`src/rtl/inv_addkey_mixcol_stage.sv`:
```
// AES decryption round tail: AddRoundKey then InvMixColumns (bypassed on
// the final round), buffered in a 2-entry FIFO with valid/ready handshakes.
module inv_addkey_mixcol_stage (
    input  logic         clk,
    input  logic         rst,
    input  logic         in_valid,
    output logic         in_ready,
    input  logic [127:0] in_state,
    input  logic [127:0] in_key,
    input  logic         in_last,
    output logic         out_valid,
    input  logic         out_ready,
    output logic [127:0] out_state,
    output logic         out_last,
    output logic [15:0]  blk_cnt
);

    function automatic logic [7:0] xt(input logic [7:0] b);
        return {b[6:0], 1'b0} ^ (b[7] ? 8'h1b : 8'h00);
    endfunction

    // One column times the inverse circulant [0E 0B 0D 09]; row 0 is the top byte.
    function automatic logic [31:0] inv_mix_col(input logic [31:0] col);
        logic [7:0] a [4];
        logic [7:0] m9 [4];
        logic [7:0] mb [4];
        logic [7:0] md [4];
        logic [7:0] me [4];
        logic [7:0] m2, m4, m8;
        logic [31:0] r;
        for (int i = 0; i < 4; i++) begin
            a[i]  = col[31-8*i -: 8];
            m2    = xt(a[i]);
            m4    = xt(m2);
            m8    = xt(m4);
            m9[i] = m8 ^ a[i];
            mb[i] = m8 ^ m2 ^ a[i];
            md[i] = m8 ^ m4 ^ a[i];
            me[i] = m8 ^ m4 ^ m2;
        end
        r[31:24] = me[0] ^ mb[1] ^ md[2] ^ m9[3];
        r[23:16] = m9[0] ^ me[1] ^ mb[2] ^ md[3];
        r[15:8]  = md[0] ^ m9[1] ^ me[2] ^ mb[3];
        r[7:0]   = mb[0] ^ md[1] ^ m9[2] ^ me[3];
        return r;
    endfunction

    logic [127:0] e0_state_q, e0_state_d;
    logic [127:0] e1_state_q, e1_state_d;
    logic         e0_last_q, e0_last_d;
    logic         e1_last_q, e1_last_d;
    logic [1:0]   count_q, count_d;
    logic [15:0]  blk_cnt_q, blk_cnt_d;
    logic [127:0] t;
    logic [127:0] mixed;
    logic [127:0] res;
    logic         push;
    logic         pop;

    assign in_ready  = (count_q != 2'd2);
    assign out_valid = (count_q != 2'd0);
    assign out_state = e0_state_q;
    assign out_last  = e0_last_q;
    assign blk_cnt   = blk_cnt_q;
    assign push      = in_valid && in_ready;
    assign pop       = out_valid && out_ready;

    // Round arithmetic on the input path, ready to be captured on acceptance.
    always_comb begin
        t     = in_state ^ in_key;
        mixed = '0;
        for (int c = 0; c < 4; c++) begin
            mixed[127-32*c -: 32] = inv_mix_col(t[127-32*c -: 32]);
        end
        res = in_last ? t : mixed;
    end

    // FIFO next state: entry 0 is always the head, pops shift entry 1 down.
    always_comb begin
        e0_state_d = e0_state_q;
        e0_last_d  = e0_last_q;
        e1_state_d = e1_state_q;
        e1_last_d  = e1_last_q;
        count_d    = count_q;
        blk_cnt_d  = blk_cnt_q;
        if (pop) begin
            blk_cnt_d  = blk_cnt_q + 16'd1;
            e0_state_d = e1_state_q;
            e0_last_d  = e1_last_q;
        end
        if (push) begin
            if (count_q == 2'd0 || (pop && count_q == 2'd1)) begin
                e0_state_d = res;
                e0_last_d  = in_last;
            end else begin
                e1_state_d = res;
                e1_last_d  = in_last;
            end
        end
        case ({push, pop})
            2'b10:   count_d = count_q + 2'd1;
            2'b01:   count_d = count_q - 2'd1;
            default: count_d = count_q;
        endcase
    end

    // State registers with synchronous reset that drops any buffered beats.
    always_ff @(posedge clk) begin
        if (rst) begin
            e0_state_q <= '0;
            e0_last_q  <= 1'b0;
            e1_state_q <= '0;
            e1_last_q  <= 1'b0;
            count_q    <= 2'd0;
            blk_cnt_q  <= 16'd0;
        end else begin
            e0_state_q <= e0_state_d;
            e0_last_q  <= e0_last_d;
            e1_state_q <= e1_state_d;
            e1_last_q  <= e1_last_d;
            count_q    <= count_d;
            blk_cnt_q  <= blk_cnt_d;
        end
    end

endmodule

```
`config.mk`:
```
export PLATFORM = sky130hd
export DESIGN_NAME = inv_addkey_mixcol_stage
export DESIGN_NICKNAME = d
export VERILOG_FILES = /design/src/rtl/inv_addkey_mixcol_stage.sv
export SDC_FILE = /design/constraint.sdc
export NUM_CORES = 1
export LEC_CHECK = 0
export BUFFER_PORTS_ARGS = -buffer_cell sky130_fd_sc_hd__buf_4
export CAP_MARGIN = 15
export CELL_PAD_IN_SITES_DETAIL_PLACEMENT = 1
export CELL_PAD_IN_SITES_GLOBAL_PLACEMENT = 2
export CORE_ASPECT_RATIO = 1.75
export CORE_MARGIN = 5
export CORE_UTILIZATION = 30
export CTS_CLUSTER_DIAMETER = 80
export DETAILED_ROUTE_END_ITERATION = 6
export PLACE_DENSITY = 0.84
export SLEW_MARGIN = 15
export SYNTH_ARGS = -nofsm -noshare
export SYNTH_HDL_FRONTEND = slang
export SYNTH_SLANG_ARGS = --single-unit
```
`constraint.sdc`:
```
create_clock -name clk -period 5.68 [get_ports clk]
set_input_delay 0.568 -clock clk [delete_from_list [all_inputs] [get_ports clk]]
set_output_delay 0.568 -clock clk [all_outputs]
set_load 0.05 [all_outputs]
```
==> results_dict.tcl <==
set metrics [dict create \
    status "finished, final reports clean" \
    p_comb_share_pct 68.2 \
    cts_tree "yes" \
    cts_resized 0 \
    fillers 8551 \
    drc 0 \
    timing.setup.tns_ns 0 \
    hpwl_mm 65.21 \
    antenna_found_initial 0 \
    ff2ff_path_depth 8 \
    fin_worst_skew_ns 0.01123 \
    synth-seq-cells 276 \
    r2r_end "e1_state_q[53]" \
    setup_viol 0 \
    vdd_ir_drop_max_v 0.0002617 \
    relSlewSlack_pct 19.77 \
    worstPathArrival_ns 3.61 \
    clock_latency_ns 0.60 \
    routabilityCongestion 0.9134 \
    synth_fp_nets 2704 \
    clock-sinks 276 \
    finalCritPeriodShare_pct 54.18 \
    reg2reg_from "count_q[0]" \
    hp-start "e1_state_q[92]" \
    initial_core_util_pct 30.27 \
    die_h_um 371.9 \
    swShare_pct 47.71 \
    ys_seq_area_share_pct 24.61 \
    routedWlPerCell_um 23.50 \
    power_frac_clock_pct 13.0 \
    antenna_left 0 \
    n_antenna_cell 0 \
    rsz0062_at_grt "no" \
    grt_pass1_wl_mm 130.2 \
    wl_mm 87.83 \
    core_area_sq_um 74160 \
    holdBufCountCts 0 \
    cts_made_buffers 30 \
    power_mw 15.87 \
    p_leak_nw 11.94 \
    seq_power_share_pct 18.7 \
    whs_path_depth 2 \
    rrSetupSlack_ns 2.60 \
    grt_usage_pct 20.93 \
    drt_iter0_drc 804 \
    cts.path.max_buffers 3 \
    period_minus_slack_ns 3.078 \
    synth_cells 2438 \
    drive_gt1_share_pct 20.25 \
    area_growth_pct 22.70 \
    tightest_slew_ns 1.203 \
    yosysWarningCount 0 \
    cts-root-buf "clkbuf_16" \
    io_pins 408 \
    final_max_slew_viol_count 0 \
    crit_type "flop to flop" \
    num_vias 18951 \
    max_freq_mhz 324.9 \
    grt_pass1_vias 21075 \
    path_max_fanout 52 \
    gr-total-overflow 0 \
    port_buffers 407 \
    intPower_mw 8.300 \
    synth_area_sq_um 22450 \
    std_cell_rows 132 \
    min_path_type "flop to flop" \
    finalHoldViolations 0 \
    final_cells 3738 \
    timing.critical_path.from "count_q[0]" \
    multi_input_area_sq_um 16420 \
    path_clk_slew_ns 0.06 \
    cts_max_level 1 \
    dr.pass1.iters 5 \
    vias_per_cell 5.070 \
    layout.nets 3044 \
    synth_cell_type_count 44 \
    p_per_area_nw_per_um2 576.3 \
    p_sw_mw 7.572 \
    worstSetupStartpointType "flop" \
    endpoint_kind "flop" \
    die_w_um 216.8 \
    cts_setup_buffers 0 \
    dp.cells 3684 \
    whs_endpoint "e1_state_q[92]" \
    drv_cap 0 \
    dieArea_sq_um 80620 \
    postSynthAreaPerCell_sq_um 9.208 \
    grt_max_degree 101 \
    seq_area_sq_um 5525 \
    critical_path_required_ns 6.21 \
]
==> sequential cells by signal (all words and copies together), names as in the netlist <==
name,count
e1_state_q,128
e1_last_q,1
out_state,128
blk_cnt,16
out_last,1
count_q,2
==> per-layer routing <==
metal	track usage, %	up-vias	part of all wire (%)
li1	-	8872	-
met1	22.58	9410	37
met2	39.96	515	53
met3	3.705	154	5.2
met4	8.567	0	4.4
met5	0	-	0
==> worst max path at each step <==
stage	endpoint	slack [ns]	depth (start not counted)
final	e1_state_q[53]	2.60	8
after global routing	e1_state_q[53]	2.42	8
after CTS	e1_state_q[53]	2.56	8
after detailed placement	out_state[115]	2.19	8
after global placement	out_state[127]	2.21	8
after floorplan	e1_state_q[19]	2.80	7
==> critical path: stages, from the launching register on <==
cell	delay (ns)
dfxtp_1	0.38
inv_1	0.09
ha_1	0.21
a21oi_1	0.39
nand2_4	0.52
nor2_2	0.75
buf_4	0.37
o211ai_1	0.14
nand2_1	0.11
==> power groups by stage <==
stage                     Sequential [mW]  Combinational, mW  Clock, mW
after floorplan                      4.11               6.66          0
after global placement               2.98               10.7          0
after detailed placement             3.01               10.9          0
after CTS                            2.98               11.0       2.15
after global routing                 3.03               11.6       2.21
final                                2.97               10.8       2.07
==> placed cells by master, fill, tap and decap left out, types with 6 or more instances in the layout <==
master       n
a211oi_1    16
o221ai_1    10
a21oi_1    133
xnor2_4      7
nor2_1     136
nand2_1    496
xnor2_1    475
mux2i_1     50
clkbuf_16   30
nand3_1    111
dfxtp_1    276
o31ai_1     11
buf_4      441
or4_1        8
clkinv_2     6
o21ai_0     34
clkbuf_8     6
a311oi_1    54
and3_1       8
xnor3_1    174
a32o_1       8
xor2_1     124
o21ai_1     39
xnor2_2     40
xor3_1      15
o211ai_1    20
==> kinds of logic after synthesis <==
group                    after synthesis  share of synthesized area (%)
flip-flops                           276                          24.61
adder cells (fa/ha/maj)                5                         0.2787
AO/OA/AOI/OAI                        336                          9.414
buffers and inverters                144                          2.413
AND/OR/NAND/NOR                      780                          14.02
XOR/XNOR                             842                          46.78
multiplexers                          55                          2.480
==> final cells by class <==
class	instances	share of cell area (%)
Clock buffer	38	3.053
Clock inverter	16	0.6632
Inverter	8	0.1272
Multi-Input combinational cell	2018	59.63
Sequential cell	276	20.06
Tap cell	938	4.261
Timing Repair Buffer	444	12.21
==> cell usage after synthesis <==
master    number  area share (%)
and3_1         8            0.22
a21oi_1      133             3.0
dfxtp_1      276              25
xor2_1       124             4.8
or3_1          1           0.028
xor2_2         4            0.29
inv_2          1           0.017
inv_1          7            0.12
clkbuf_1     115             1.9
xor3_1        15             1.6
a22oi_1        1           0.033
nand4_1        2           0.056
and2_1         4            0.11
xnor3_2        2            0.21
o21a_1         2           0.067
nand2_1      499             8.3
o221ai_1      10            0.39
ha_1           5            0.28
nor2_1       140             2.3
o41ai_1        2           0.078
a31oi_1        2           0.056
nand3_1      111             2.5
xnor2_4        7            0.86
o31ai_1       11            0.37
xnor2_1      475              19
nor3_1         4           0.089
mux2i_1       50             2.2
buf_1         20            0.33
a32o_1         8            0.36
mux2_2         5            0.25
o211ai_1      20            0.67
a41o_1         1           0.045
a211oi_1      16            0.54
a22o_1         3            0.12
xor3_2         1            0.11
or4_1          8            0.27
o21ai_1       39            0.87
xnor2_2       40             2.9
o21ai_0       34            0.76
or2_2          2           0.056
xnor3_1      174              17
a311oi_1      54             2.1
buf_2          1           0.022
nor2b_1        1           0.028
==> stage by stage <==
stage / cell area, sq um / hold slack (ns) / utilization [%] / worst slack [ns]
floorplan: 22450 / 0.4154 / - / 2.798
CTS: 27540 / 0.4310 / 37.14 / 2.557
global placement: 26520 / 0.4231 / 35.76 / 2.214
finish: 27540 / 0.4375 / 37.14 / 2.602
global route: 27540 / 0.4481 / 37.14 / 2.423
detailed placement: 26520 / 0.4304 / 35.76 / 2.192
(Power assumes the default switching activity.)
